**src/rtl/fetch_stage.sv**
```systemverilog
`timescale 1ns/1ps
`default_nettype none
// ============================================================================
// Module   : fetch_stage
// Brief    : Instruction fetch: PC, IMEM address and the IF/ID register, with
//            stall, branch flush and trap halt. Define FETCH_PERF_EN for the
//            fetch/stall performance counters.
// Revision : 1.0 - initial release
// ============================================================================
module fetch_stage #(
    parameter logic [0:31] RESET_PC  = 32'h0000_0000,
    parameter logic [0:31] NOP_WORD  = 32'h5400_0000,
    parameter logic [0:31] TRAP_WORD = 32'h4400_0300
) (
    input  logic        clock,
    input  logic        reset,
    output logic [0:31] imem_addr,
    input  logic [0:31] imem_data,
    input  logic        stall,
    input  logic        branch,
    input  logic [0:31] branch_target,
    output logic [0:31] pc,
    output logic [0:31] instruction_1,
    output logic [0:31] pc_plus4_1,
    output logic        valid_1,
    output logic        halted
`ifdef FETCH_PERF_EN
    ,
    output logic [0:31] perf_fetch_cnt,
    output logic [0:31] perf_stall_cnt
`endif
);

    localparam logic [0:31] c_pc_step  = 32'd4;
    localparam logic [0:31] c_cnt_max  = 32'hFFFF_FFFF;

    logic [0:31] r_pc;
    logic [0:31] r_instruction;
    logic [0:31] r_pc_plus4;
    logic        r_valid;
    logic        r_halted;

    logic [0:31] w_pc_plus4;
    logic        w_fetch;
    logic        w_stall_edge;
    logic        w_is_trap;

    assign w_pc_plus4   = r_pc + c_pc_step;
    assign w_stall_edge = !r_halted && stall;
    assign w_fetch      = !r_halted && !stall && !branch;
    assign w_is_trap    = (imem_data == TRAP_WORD);

    always_ff @(posedge clock or negedge reset) begin
        if (!reset) begin
            r_pc          <= RESET_PC;
            r_instruction <= NOP_WORD;
            r_pc_plus4    <= '0;
            r_valid       <= 1'b0;
            r_halted      <= 1'b0;
        end else if (r_halted) begin
            r_instruction <= NOP_WORD;
            r_valid       <= 1'b0;
        end else if (stall) begin
            // A branch raised during a stall is dropped; decode re-issues it.
            r_pc          <= r_pc;
        end else if (branch) begin
            r_pc          <= branch_target;
            r_instruction <= NOP_WORD;
            r_valid       <= 1'b0;
        end else begin
            r_instruction <= imem_data;
            r_pc_plus4    <= w_pc_plus4;
            r_valid       <= 1'b1;
            // On a trap the PC parks on the trap address for good.
            if (w_is_trap) begin
                r_halted  <= 1'b1;
            end else begin
                r_pc      <= w_pc_plus4;
            end
        end
    end

    assign imem_addr     = r_pc;
    assign pc            = r_pc;
    assign instruction_1 = r_instruction;
    assign pc_plus4_1    = r_pc_plus4;
    assign valid_1       = r_valid;
    assign halted        = r_halted;

`ifdef FETCH_PERF_EN
    logic [0:31] r_perf_fetch;
    logic [0:31] r_perf_stall;

    always_ff @(posedge clock or negedge reset) begin
        if (!reset) begin
            r_perf_fetch <= '0;
            r_perf_stall <= '0;
        end else begin
            if (w_fetch && (r_perf_fetch != c_cnt_max)) begin
                r_perf_fetch <= r_perf_fetch + 32'd1;
            end
            if (w_stall_edge && (r_perf_stall != c_cnt_max)) begin
                r_perf_stall <= r_perf_stall + 32'd1;
            end
        end
    end

    assign perf_fetch_cnt = r_perf_fetch;
    assign perf_stall_cnt = r_perf_stall;
`else
    logic w_unused_perf;
    assign w_unused_perf = w_fetch ^ w_stall_edge ^ c_cnt_max[0];
`endif

endmodule
`default_nettype wire

```
**config.mk**
```make
export PLATFORM = sky130hd
export DESIGN_NAME = fetch_stage
export DESIGN_NICKNAME = d
export VERILOG_FILES = /design/src/rtl/fetch_stage.sv
export SDC_FILE = /design/constraint.sdc
export NUM_CORES = 1
export LEC_CHECK = 0
export CORE_UTILIZATION = 44
export CTS_BUF_LIST = sky130_fd_sc_hd__clkbuf_16
export CTS_CLUSTER_DIAMETER = 30
export CTS_CLUSTER_SIZE = 40
export DETAILED_ROUTE_END_ITERATION = 6
export HOLD_SLACK_MARGIN = 0.03
export PLACE_DENSITY = 0.81
export SYNTH_ARGS = -nofsm -noshare
export SYNTH_HDL_FRONTEND = slang
export SYNTH_SLANG_ARGS = --single-unit
```
**constraint.sdc**
```tcl
create_clock -name clock -period 2.4 [get_ports clock]
set_input_delay 0.72 -clock clock [delete_from_list [all_inputs] [get_ports clock]]
set_output_delay 0.72 -clock clock [all_outputs]
set_load 0.1 [all_outputs]
```
# Yosys cells after proc, flatten, opt, wreduce, memory -nomap -nowiden
# Index checks and enable logic that the tools add are counted.
[totals]
reg_bits = 98
in_bits = 68
[classes]
addsub = 1
eq_ne = 3
muxes = 12
bitwise = 3
n_reduce_logical = 2
[op_table]
columns = ["operator", "n"]
rows = [
  ["2-to-1 mux 32 bit", 5],
  ["adder 32 x 3 -> 32 bit, second input constant", 1],
  ["equality test 32 x 31 -> 1 bit, second input constant", 1],
  ["2-to-1 mux 1 bit", 7],
  ["AND reduction 3 bit", 2],
  ["inverter 1 bit", 3],
  ["!= test 2 x 1 -> 1 bit, second input constant", 1],
  ["!= test 2 bit, second input constant", 1],
]

# Longest topological paths before layout
# Gate-level depths: netlist of run 1.
[logic_depth]
ltp_word = 5
mapped_depth = 8

# Worst setup path before layout of run 1
# Ideal clock, no wire load.
[synth_path]
kind = "flip-flop to flip-flop"
from = "register r_pc (netlist bit imem_addr[22])"
to = "register r_pc (netlist bit imem_addr[2])"
setup_ns = 0.126
t_arrival_ns = 2.688
t_required_ns = 2.274
setup_slack_ns = -0.414
stages_incl_launch_ff = 7
path_buffers = 1
synth_period_minus_slack_ns = 2.814
cell_sequence = "dfrtp_1 nand4_2 or4_1 buf_6 nor4_4 a31oi_1 o22a_1"
[synth_via]
elab_chain_cells = 3
[synth_lines]
columns = ["item", "line", "text"]
rows = [
  ["from (decl)", "37", "logic [0:31] r_pc;"],
  ["from (signal assigned)", "65", "r_pc <= r_pc;"],
  ["from (signal assigned)", "67", "r_pc <= branch_target;"],
  ["from (signal assigned)", "78", "r_pc <= w_pc_plus4;"],
  ["adder 32 x 3 -> 32 bit", "48", "assign w_pc_plus4 = r_pc + c_pc_step;"],
  ["2-to-1 mux 32 bit", "75", "if (w_is_trap) begin"],
  ["2-to-1 mux 32 bit", "66", "end else if (branch) begin"],
]
# No other way between the ends. The select of a mux whose other input is x is not followed.
# A chain may end at the register's enable or synchronous reset.

# Worst setup path in the final report of run 1
[layout_path]
from = "input port imem_data[9] (netlist bit)"
to = "register r_pc (netlist bit imem_addr[29])"
[layout_via]
elab_chain_cells = 3
[layout_lines]
columns = ["item", "line", "text"]
rows = [
  ["from (decl)", "18", "input logic [0:31] imem_data,"],
  ["equality test 32 x 31 -> 1 bit", "51", "assign w_is_trap = (imem_data == TRAP_WORD);"],
  ["!= test 2 bit (no source line)", "n/a", ""],
  ["AND reduction 3 bit (no source line)", "n/a", ""],
]
# No other way between the ends.

==> results of run 1 <==
-- registers in the layout, summed over array words and instances, names as in the netlist --
signal         cells
imem_addr         32
instruction_1     32
pc_plus4_1        32
halted             1
valid_1            1
-- cells by family (layout without fill, tap and decap cells) --
logic type,Yosys count,after routing
muxes,3,3
buffers and inverters,76,279
adders and majority gates,1,1
and+or+nand+nor,163,163
AOI/OAI and AO/OA,150,150
xor gates and xnor gates,28,28
DFF,98,98
-- metrics by stage --
stage | std cells | hold WS (ps)
4_1_cts | 855 | 323
3_5_place_dp | 839 | 470
2_1_floorplan | 519 | 424
6_report | 862 | 302
3_3_place_gp | 839 | 462
5_1_grt | 862 | 341
-- critical path: cells and delay by family --
family                 cells  cell delay [ps]
buffers and inverters      1              480
AOI/OAI and AO/OA          2              710
and+or+nand+nor            3              710
-- final cells by class --
| cell class | count | area, sq um | area share (%) |
|---|---|---|---|
| multi-input combinational | 345 | 2300 | 30.6 |
| clock buffer | 9 | 225 | 2.99 |
| tap | 140 | 175 | 2.33 |
| timing repair buffer | 254 | 2210 | 29.3 |
| inverter | 9 | 33.8 | 0.449 |
| clock inverter | 7 | 78.8 | 1.05 |
| sequential | 98 | 2500 | 33.3 |
-- power breakdown --
| part | switching, mW | internal (mW) | leakage, nW | total (mW) |
|---|---|---|---|---|
| clock network | 0.615 | 0.896 | 0.158 | 1.51 |
| registers | 0.250 | 1.88 | 1.17 | 2.13 |
| logic | 2.60 | 0.738 | 2.11 | 3.34 |
-- cell usage after synthesis, drive strengths merged (8+ instances only) --
master,instances
o2bb2ai,8
nand2,64
xor2,9
a21oi,11
xnor2,19
nand4,14
nand3,8
inv,9
nor2,31
o21ai,54
a22o,29
buf,38
a22oi,14
clkbuf,29
nor4,15
dfrtp,95
-- per-layer routing --
metal  GRT usage, %  routed length, microns  share of wire, %
met5              0                       0                 0
met4           8.86                     401               2.5
met3           3.97                     797               5.0
met2           43.5                    8010                51
met1           34.1                    6640                42
-- what timing repair did --
| item | 4_1_cts | 5_1_grt |
|---|---|---|
| gates resized for setup | 4 | 33 |
| buffers inserted | 0 | 3 |
| pin swaps | 1 | 9 |
| endpoints found under the setup margin | 23 | 31 |
| cloned | 0 | 4 |
-- how the worst max path moves through the flow --
stage                          endpoint  slack [ps]
after global placement    imem_addr[17]        -340
final                     imem_addr[29]           9
after floorplan            imem_addr[2]          30
after detailed placement   imem_addr[4]        -420
after CTS                 imem_addr[29]           7
after global routing      imem_addr[29]         -20
==> flow_metrics.py, run 1 <==
metrics = {
    "setup_path": {
        "timing.rr.end": "imem_addr[0]",
        "crit_path_start": "imem_data[9]",
        "cp-start-kind": "input pin",
        "cp.required_ps": 2630,
        "critPathMaxFanout": 7,
        "worst_path_max_delay_cell": "clkdlybuf4s50_1",
        "worst-endpoint-arrival_ps": 2620,
        "path_cells": "clkdlybuf4s50_1 -> nor4_1 -> nand4_1 -> o31a_1 -> and3_1 -> a211o_1",
        "worstReg2RegStart": "imem_addr[22]",
        "critPathKind": "in2reg",
        "rr_worst_depth": 6,
        "cp-end-kind": "flip-flop",
        "critPathMaxStageDelay_ps": 480,
        "rrSetupSlack_ps": 220,
    },
    "grt": {
        "antenna_found_initial": 0,
        "gr-total-overflow": 0,
        "track_usage_pct": 25.9,
        "grt_max_degree": 66,
        "first_global_vias": 4682,
        "grt_pass1_wl_mm": 23.7,
    },
    "cells_and_area": {
        "layout_commonest_cell": "buf_4",
        "nFillCells": 825,
        "most-common-layout-cells": "buf_4, dfrtp_1, nand2_1",
        "area_delta_synth_final_pct": 48.3,
        "design_area_sq_mm": 0.00752,
        "antenna_cells": 0,
        "final_core_util_pct": 68.2,
        "nNetsFinal": 786,
        "drive_gt1_share_pct": 35.6,
    },
    "placed_design": {
        "gp_congestion": 0.847,
        "postPlaceCellArea_sq_mm": 0.00702,
        "hpwl_mm": 11.1,
        "port_buffers": 197,
        "dp_slack_ps": -417,
    },
    "floorplanning": {
        "die_width_microns": 109,
        "pin_count": 198,
        "chipHeight_microns": 109,
        "placementRows": 38,
        "start_util_pct": 46.0,
        "coreArea_sq_mm": 0.0110,
        "dieArea_sq_mm": 0.0120,
    },
    "logic_synthesis": {
        "synth-adder-area-share_pct": 0.247,
        "synth-compound-area-share_pct": 20.1,
        "ys_types": 52,
        "synthMuxAreaShare_pct": 0.642,
        "yosysWarnings": 0,
        "synthesis.area_sq_mm": 0.00507,
        "syn_area_per_cell_sq_um": 9.77,
        "synth-seq-area-share_pct": 48.4,
        "synthFlopType": "dfrtp_1",
        "synth.top_cell.area_share_pct": 46.9,
        "synth_area_leaders": "dfrtp_1, buf_4, a22o_1",
        "synth-simple-area-share_pct": 17.4,
        "synth_edf_count": 0,
        "syn_nets": 588,
        "async_flop_share_pct": 100,
        "synth_top_family_by_area": "compound AO/OA/AOI/OAI gates",
        "synth_top_area_cell": "dfrtp_1",
        "synthXorXnorAreaFrac_pct": 4.84,
        "synth-seq-cells": 98,
        "syn_inst": 519,
    },
    "power_and_ir_drop": {
        "power_leakage_nw": 3.44,
        "p_total_mw": 6.98,
        "peakVddDrop_mv": 0.620,
        "p_per_area_mw_per_mm2": 928,
    },
    "timing": {
        "slew_headroom_pct": 59.8,
        "fin_setup_tns_ps": 0,
        "setup_ws_ps": 9.15,
        "post-route-period-util_pct": 99.6,
        "fmaxAchievable_mhz": 418,
        "slew_viol_final": 0,
        "final-setup-viol-count": 0,
        "layout_min_cycle_time_ps": 2390,
        "worst_slew_pin_slew_ps": 597,
        "hold_viol": 0,
        "finClkSkew_ps": 8.23,
    },
    "drt": {
        "drt_wl_total_mm": 15.8,
        "routedWlPerCell_microns": 18.4,
        "firstDrtPassIters": 5,
        "viasPerCell": 5.60,
        "drtIter0Drc": 318,
        "drcViolationCount": 0,
        "ant_nets": 0,
        "vias": 4827,
    },
    "cts": {
        "clk_pin_slew_ps": 60,
        "clock_path_buffers": 2,
        "cts_made_buffers": 9,
        "cts_root_buf": "clkbuf_16",
        "ctsHoldBuffers": 0,
        "worstSkewPairLatency_ps": 350,
        "cts_tree": "built",
        "htreeDepth": 3,
        "cts.sinks": 98,
    },
    "status": {
        "run_status": "finished clean",
    },
    "min_path": {
        "hp-class": "in2async",
    },
    "run": {
        "maxCapViolCount": 0,
    },
}
No activity file was read; power rests on OpenSTA's default activity.
==> run 2: changes to the inputs <==
- CORE_MARGIN: unset -> 8
- SETUP_SLACK_MARGIN: unset -> 0.3
==> flow_metrics.py, run 2 (same netlist as run 1, synthesis figures left out) <==
metrics = {
    "cells_and_area": {
        "nNetsFinal": 797,
        "multi_input_area_sq_mm": 0.00244,
        "register_area_sq_mm": 0.00254,
        "design_area_sq_mm": 0.00776,
        "drive_gt1_share_pct": 41.9,
        "final_core_util_pct": 68.6,
        "nFillCells": 855,
        "layout_commonest_cell": "buf_4",
        "antenna_cells": 0,
        "area_delta_synth_final_pct": 53.1,
        "most-common-layout-cells": "buf_4, dfrtp_1, nand2_1",
    },
    "timing": {
        "final-setup-viol-count": 0,
        "layout_min_cycle_time_ps": 2180,
        "finClkSkew_ps": 8.35,
        "fmaxAchievable_mhz": 460,
        "post-route-period-util_pct": 90.7,
        "grt_setup_unrepaired": "true",
        "worst_slew_pin_slew_ps": 517,
        "setup_ws_ps": 224,
        "hold_viol": 0,
        "slew_viol_final": 0,
        "slew_headroom_pct": 65.3,
    },
    "floorplanning": {
        "start_util_pct": 44.8,
        "chipHeight_microns": 123,
        "die_width_microns": 123,
        "coreArea_sq_mm": 0.0113,
        "placementRows": 39,
        "dieArea_sq_mm": 0.0152,
        "pin_count": 198,
    },
    "placed_design": {
        "gp_congestion": 0.905,
        "dp_slack_ps": -374,
        "hpwl_mm": 12.9,
        "postPlaceCellArea_sq_mm": 0.00716,
        "port_buffers": 197,
    },
    "drt": {
        "routedWlPerCell_microns": 20.0,
        "ant_nets": 0,
        "drt_wl_total_mm": 17.5,
        "drcViolationCount": 0,
        "drtIter0Drc": 435,
        "viasPerCell": 5.60,
        "vias": 4902,
        "firstDrtPassIters": 5,
    },
    "power_and_ir_drop": {
        "peakVddDrop_mv": 0.625,
        "p_per_area_mw_per_mm2": 901,
        "power_leakage_nw": 3.50,
    },
    "cts": {
        "cts_tree": "built",
        "clock_path_buffers": 2,
        "cts_root_buf": "clkbuf_16",
        "worstSkewPairLatency_ps": 350,
        "htreeDepth": 3,
        "clk_pin_slew_ps": 70,
        "ctsHoldBuffers": 0,
        "cts_made_buffers": 9,
        "cts.sinks": 98,
    },
    "setup_path": {
        "worst-endpoint-arrival_ps": 2410,
        "critPathKind": "in2reg",
        "path_cells": "dlygate4sd2_1 -> nor4_2 -> nand4_1 -> buf_4 -> o31ai_4 -> buf_6 -> buf_12 -> a21oi_2 -> a2bb2oi_1",
        "cp.required_ps": 2630,
        "cp-end-kind": "flip-flop",
        "critPathMaxFanout": 8,
        "worst-path-buf-inv": 4,
        "critPathMaxStageDelay_ps": 270,
        "worst_path_max_delay_cell": "dlygate4sd2_1",
        "cp-start-kind": "input pin",
        "worst_path_dominant_cell_family": "buffers and inverters",
    },
    "grt": {
        "track_usage_pct": 22.4,
        "first_global_vias": 4971,
        "gr-total-overflow": 0,
        "grt_pass1_wl_mm": 26.7,
        "antenna_found_initial": 0,
        "grt_max_degree": 51,
    },
    "run": {
        "maxCapViolCount": 0,
    },
    "min_path": {
        "hp-class": "in2async",
    },
    "status": {
        "run_status": "finished clean",
    },
}
-- run 2: cell types whose count changed in the layout (fill, tap and decap cells not counted), moves of 7 or more --
cell / previous run / this run
dfrtp_2: 19 / 10
dlygate4sd2_1: 0 / 9
dfrtp_4: 6 / 20
dlymetal6s2s_1: 10 / 3
buf_4: 176 / 184
clkbuf_2: 0 / 8
clkdlybuf4s50_1: 55 / 33
-- run 2: final cells by class --
type | count | share of cell area, %
Sequential cell | 98 | 32.8
Multi-Input combinational cell | 345 | 31.4
Timing Repair Buffer | 265 | 29.4
Clock buffer | 9 | 2.90
Tap cell | 143 | 2.30
Clock inverter | 7 | 0.790
Inverter | 9 | 0.435
-- run 2: where the power goes --
part	leakage (nW)	internal, mW	switching [mW]
logic	2.19	0.760	2.66
registers	1.17	1.90	0.247
clock network	0.139	0.796	0.632
total	3.50	3.46	3.53
-- run 2: metal layers --
layer	vias up	routed length, microns	track usage [%]
met5	-	0	0
met4	0	664	11.5
met3	43	1030	3.79
met2	194	8740	36.9
met1	2402	7100	27.9
li1	2263	-	-
-- run 2: timing repair --
| item | CTS | global route |
|---|---|---|
| gates cloned | 1 | 1 |
| gates resized for setup | 84 | 38 |
| setup buffers | 2 | 10 |
| pin swaps | 14 | 19 |
| endpoints found under the setup margin | 31 | 36 |
-- run 2: stage by stage --
| step | hold WS, ps | power [mW] | cells | setup TNS [ps] |
|---|---|---|---|---|
| after CTS | 268 | 6.98 | 865 | 0 |
| final | 257 | 6.99 | 876 | 0 |
| after global placement | 460 | 5.49 | 846 | -7790 |
| after global routing | 273 | 7.21 | 876 | 0 |
| after detailed placement | 475 | 5.53 | 846 | -8810 |
| after floorplan | 424 | 4.75 | 519 | 0 |
-- run 2: worst paths after layout --
check | start | endpoint | depth (start not counted) | slack [ps]
max | imem_data[6] | imem_addr[13] | 9 | 220
min | reset | instruction_1[0] | 1 | 260
max reg2reg | imem_addr[22] | imem_addr[2] | 6 | 390
min reg2reg | pc_plus4_1[8] | pc_plus4_1[8] | 2 | 480
max in group asynchronous | reset | imem_addr[29] | 2 | 1520
min in group clock | pc_plus4_1[8] | pc_plus4_1[8] | 2 | 480
==> run 3: changes to the inputs <==
- PLACE_DENSITY: 0.81 -> unset
- PLACE_DENSITY_LB_ADDON: unset -> 0.08
==> flow_metrics.py, run 3 (same netlist as run 1, synthesis figures left out) <==
metrics = {
    "power_and_ir_drop": {
        "comb_power_share_pct": 49.4,
        "power_leakage_nw": 3.54,
        "internal-power_mw": 3.49,
        "p_per_area_mw_per_mm2": 890,
        "power.share.switching_pct": 50.1,
        "seqPwrFrac_pct": 30.6,
        "p_switching_mw": 3.50,
        "peakVddDrop_mv": 0.587,
        "pwr-share-clk_pct": 20.0,
    },
    "floorplanning": {
        "start_util_pct": 44.8,
        "chipHeight_microns": 123,
        "die_width_microns": 123,
        "pin_count": 198,
        "placementRows": 39,
        "coreArea_sq_mm": 0.0113,
        "dieArea_sq_mm": 0.0152,
    },
    "cells_and_area": {
        "register_area_sq_mm": 0.00254,
        "antenna_cells": 0,
        "most-common-layout-cells": "buf_4, dfrtp_1, nand2_1",
        "layout_commonest_cell": "buf_4",
        "multi_input_area_sq_mm": 0.00241,
        "area_delta_synth_final_pct": 54.8,
        "final_cell_count_no_fill": 883,
        "design_area_sq_mm": 0.00785,
        "drive_gt1_share_pct": 42.4,
        "nFillCells": 901,
        "nNetsFinal": 804,
    },
    "grt": {
        "first_global_vias": 4912,
        "antenna_found_initial": 0,
        "grt_max_degree": 57,
        "track_usage_pct": 21.9,
        "grt_pass1_wl_mm": 26.2,
        "gr-total-overflow": 0,
    },
    "setup_path": {
        "cp.required_ps": 2620,
        "rrSetupSlack_ps": 380,
        "critPathMaxFanout": 6,
        "rr_worst_depth": 6,
        "timing.rr.end": "imem_addr[0]",
        "critPathMaxStageDelay_ps": 220,
        "worst-endpoint-arrival_ps": 2310,
        "worstReg2RegStart": "imem_addr[21]",
        "worst_path_max_delay_cell": "nor4_2",
        "cp-end-kind": "flip-flop",
        "critPathKind": "in2reg",
        "worst_path_most_repeated_cell": "buf_12",
        "worst_path_dominant_cell_family": "buffers and inverters",
        "cp-start-kind": "input pin",
        "path_cells": "clkdlybuf4s15_1 -> nor4_2 -> nand4_1 -> buf_4 -> o31ai_4 -> buf_6 -> buf_12 -> buf_12 -> a21oi_1 -> a2bb2oi_1",
        "worst-path-buf-inv": 5,
    },
    "cts": {
        "cts_root_buf": "clkbuf_16",
        "cts.sinks": 98,
        "clk_pin_slew_ps": 70,
        "clock_path_buffers": 2,
        "ctsHoldBuffers": 0,
        "htreeDepth": 3,
        "cts_tree": "built",
        "worstSkewPairLatency_ps": 340,
        "cts_made_buffers": 9,
    },
    "drt": {
        "vias": 4848,
        "drtIter0Drc": 289,
        "viasPerCell": 5.49,
        "ant_nets": 0,
        "drt_wl_total_mm": 16.8,
        "firstDrtPassIters": 5,
        "routedWlPerCell_microns": 19.1,
        "drcViolationCount": 0,
    },
    "placed_design": {
        "gp_congestion": 0.875,
        "dp_slack_ps": -481,
        "dpl.cell_count": 843,
        "hpwl_mm": 12.3,
        "port_buffers": 197,
        "postPlaceCellArea_sq_mm": 0.00715,
    },
    "timing": {
        "worst_slew_pin_slew_ps": 388,
        "grt_setup_unrepaired": "true",
        "layout_min_cycle_time_ps": 2090,
        "fmaxAchievable_mhz": 478,
        "finClkSkew_ps": 4.81,
        "post-route-period-util_pct": 87.1,
        "hold_viol": 0,
        "slew_headroom_pct": 73.9,
        "fin_setup_tns_ps": 0,
        "setup_ws_ps": 309,
        "slew_viol_final": 0,
        "final-setup-viol-count": 0,
    },
    "min_path": {
        "hp-class": "in2async",
    },
    "status": {
        "run_status": "finished clean",
    },
    "run": {
        "maxCapViolCount": 0,
    },
}
==> run 3: cell types whose count changed in the layout (fill, tap and decap cells not counted), moves of 3 or more <==
cell / before / now
clkinv_2: 0 / 3
o21ai_0: 40 / 43
buf_12: 10 / 14
buf_16: 0 / 3
a21oi_1: 5 / 8
o21ai_1: 14 / 9
==> run 3: how the worst max path moves through the flow <==
stage | from | endpoint | depth (start not counted)
6_report | imem_data[26] | imem_addr[17] | 10
3_3_place_gp | imem_data[22] | imem_addr[29] | 6
2_1_floorplan | imem_addr[16] | imem_addr[5] | 7
5_1_grt | imem_data[26] | imem_addr[17] | 10
3_5_place_dp | imem_data[22] | imem_addr[29] | 6
4_1_cts | imem_data[15] | imem_addr[27] | 10
==> run 3: what timing repair did <==
action | 4_1_cts | 5_1_grt
resized for setup | 84 | 39
pin swaps | 15 | 13
setup buffers | 7 | 14
gates cloned | 3 | 0
setup endpoints to repair | 31 | 33
==> run 3: routing by layer <==
layer / part of all wire, % / up-vias / track usage (%) / wire [microns]
met3: 7.9 / 31 / 5.57 / 1320
li1: - / 2280 / - / -
met2: 47 / 183 / 35.0 / 7990
met1: 42 / 2354 / 27.9 / 7120
met4: 2.4 / 0 / 8.65 / 409
met5: 0 / - / 0 / 0
==> run 3: power groups by stage <==
stage,registers (mW),logic (mW),clock network [mW]
6_report,2.14,3.45,1.40
3_3_place_gp,2.16,3.34,0
4_1_cts,2.15,3.40,1.43
3_5_place_dp,2.18,3.36,0
5_1_grt,2.17,3.56,1.49
2_1_floorplan,3.63,1.12,0
==> run 3: per-stage QoR <==
| step | total power, mW | hold slack (ps) | utilization, % |
|---|---|---|---|
| after floorplan | 4.75 | 424 | - |
| after global placement | 5.51 | 461 | 63.2 |
| after detailed placement | 5.54 | 467 | 63.2 |
| after CTS | 6.98 | 366 | 68.0 |
| after global routing | 7.22 | 378 | 69.4 |
| final | 6.99 | 354 | 69.4 |
==> run 3: layout make-up <==
cell class              count  share of cell area, %
flip-flops and latches     98                   32.4
multi-input cells         345                   30.7
repair buffers            272                   30.5
clock buffers               9                   2.87
well taps                 143                   2.28
clock inverters             7                  0.765
inverters                   9                  0.430
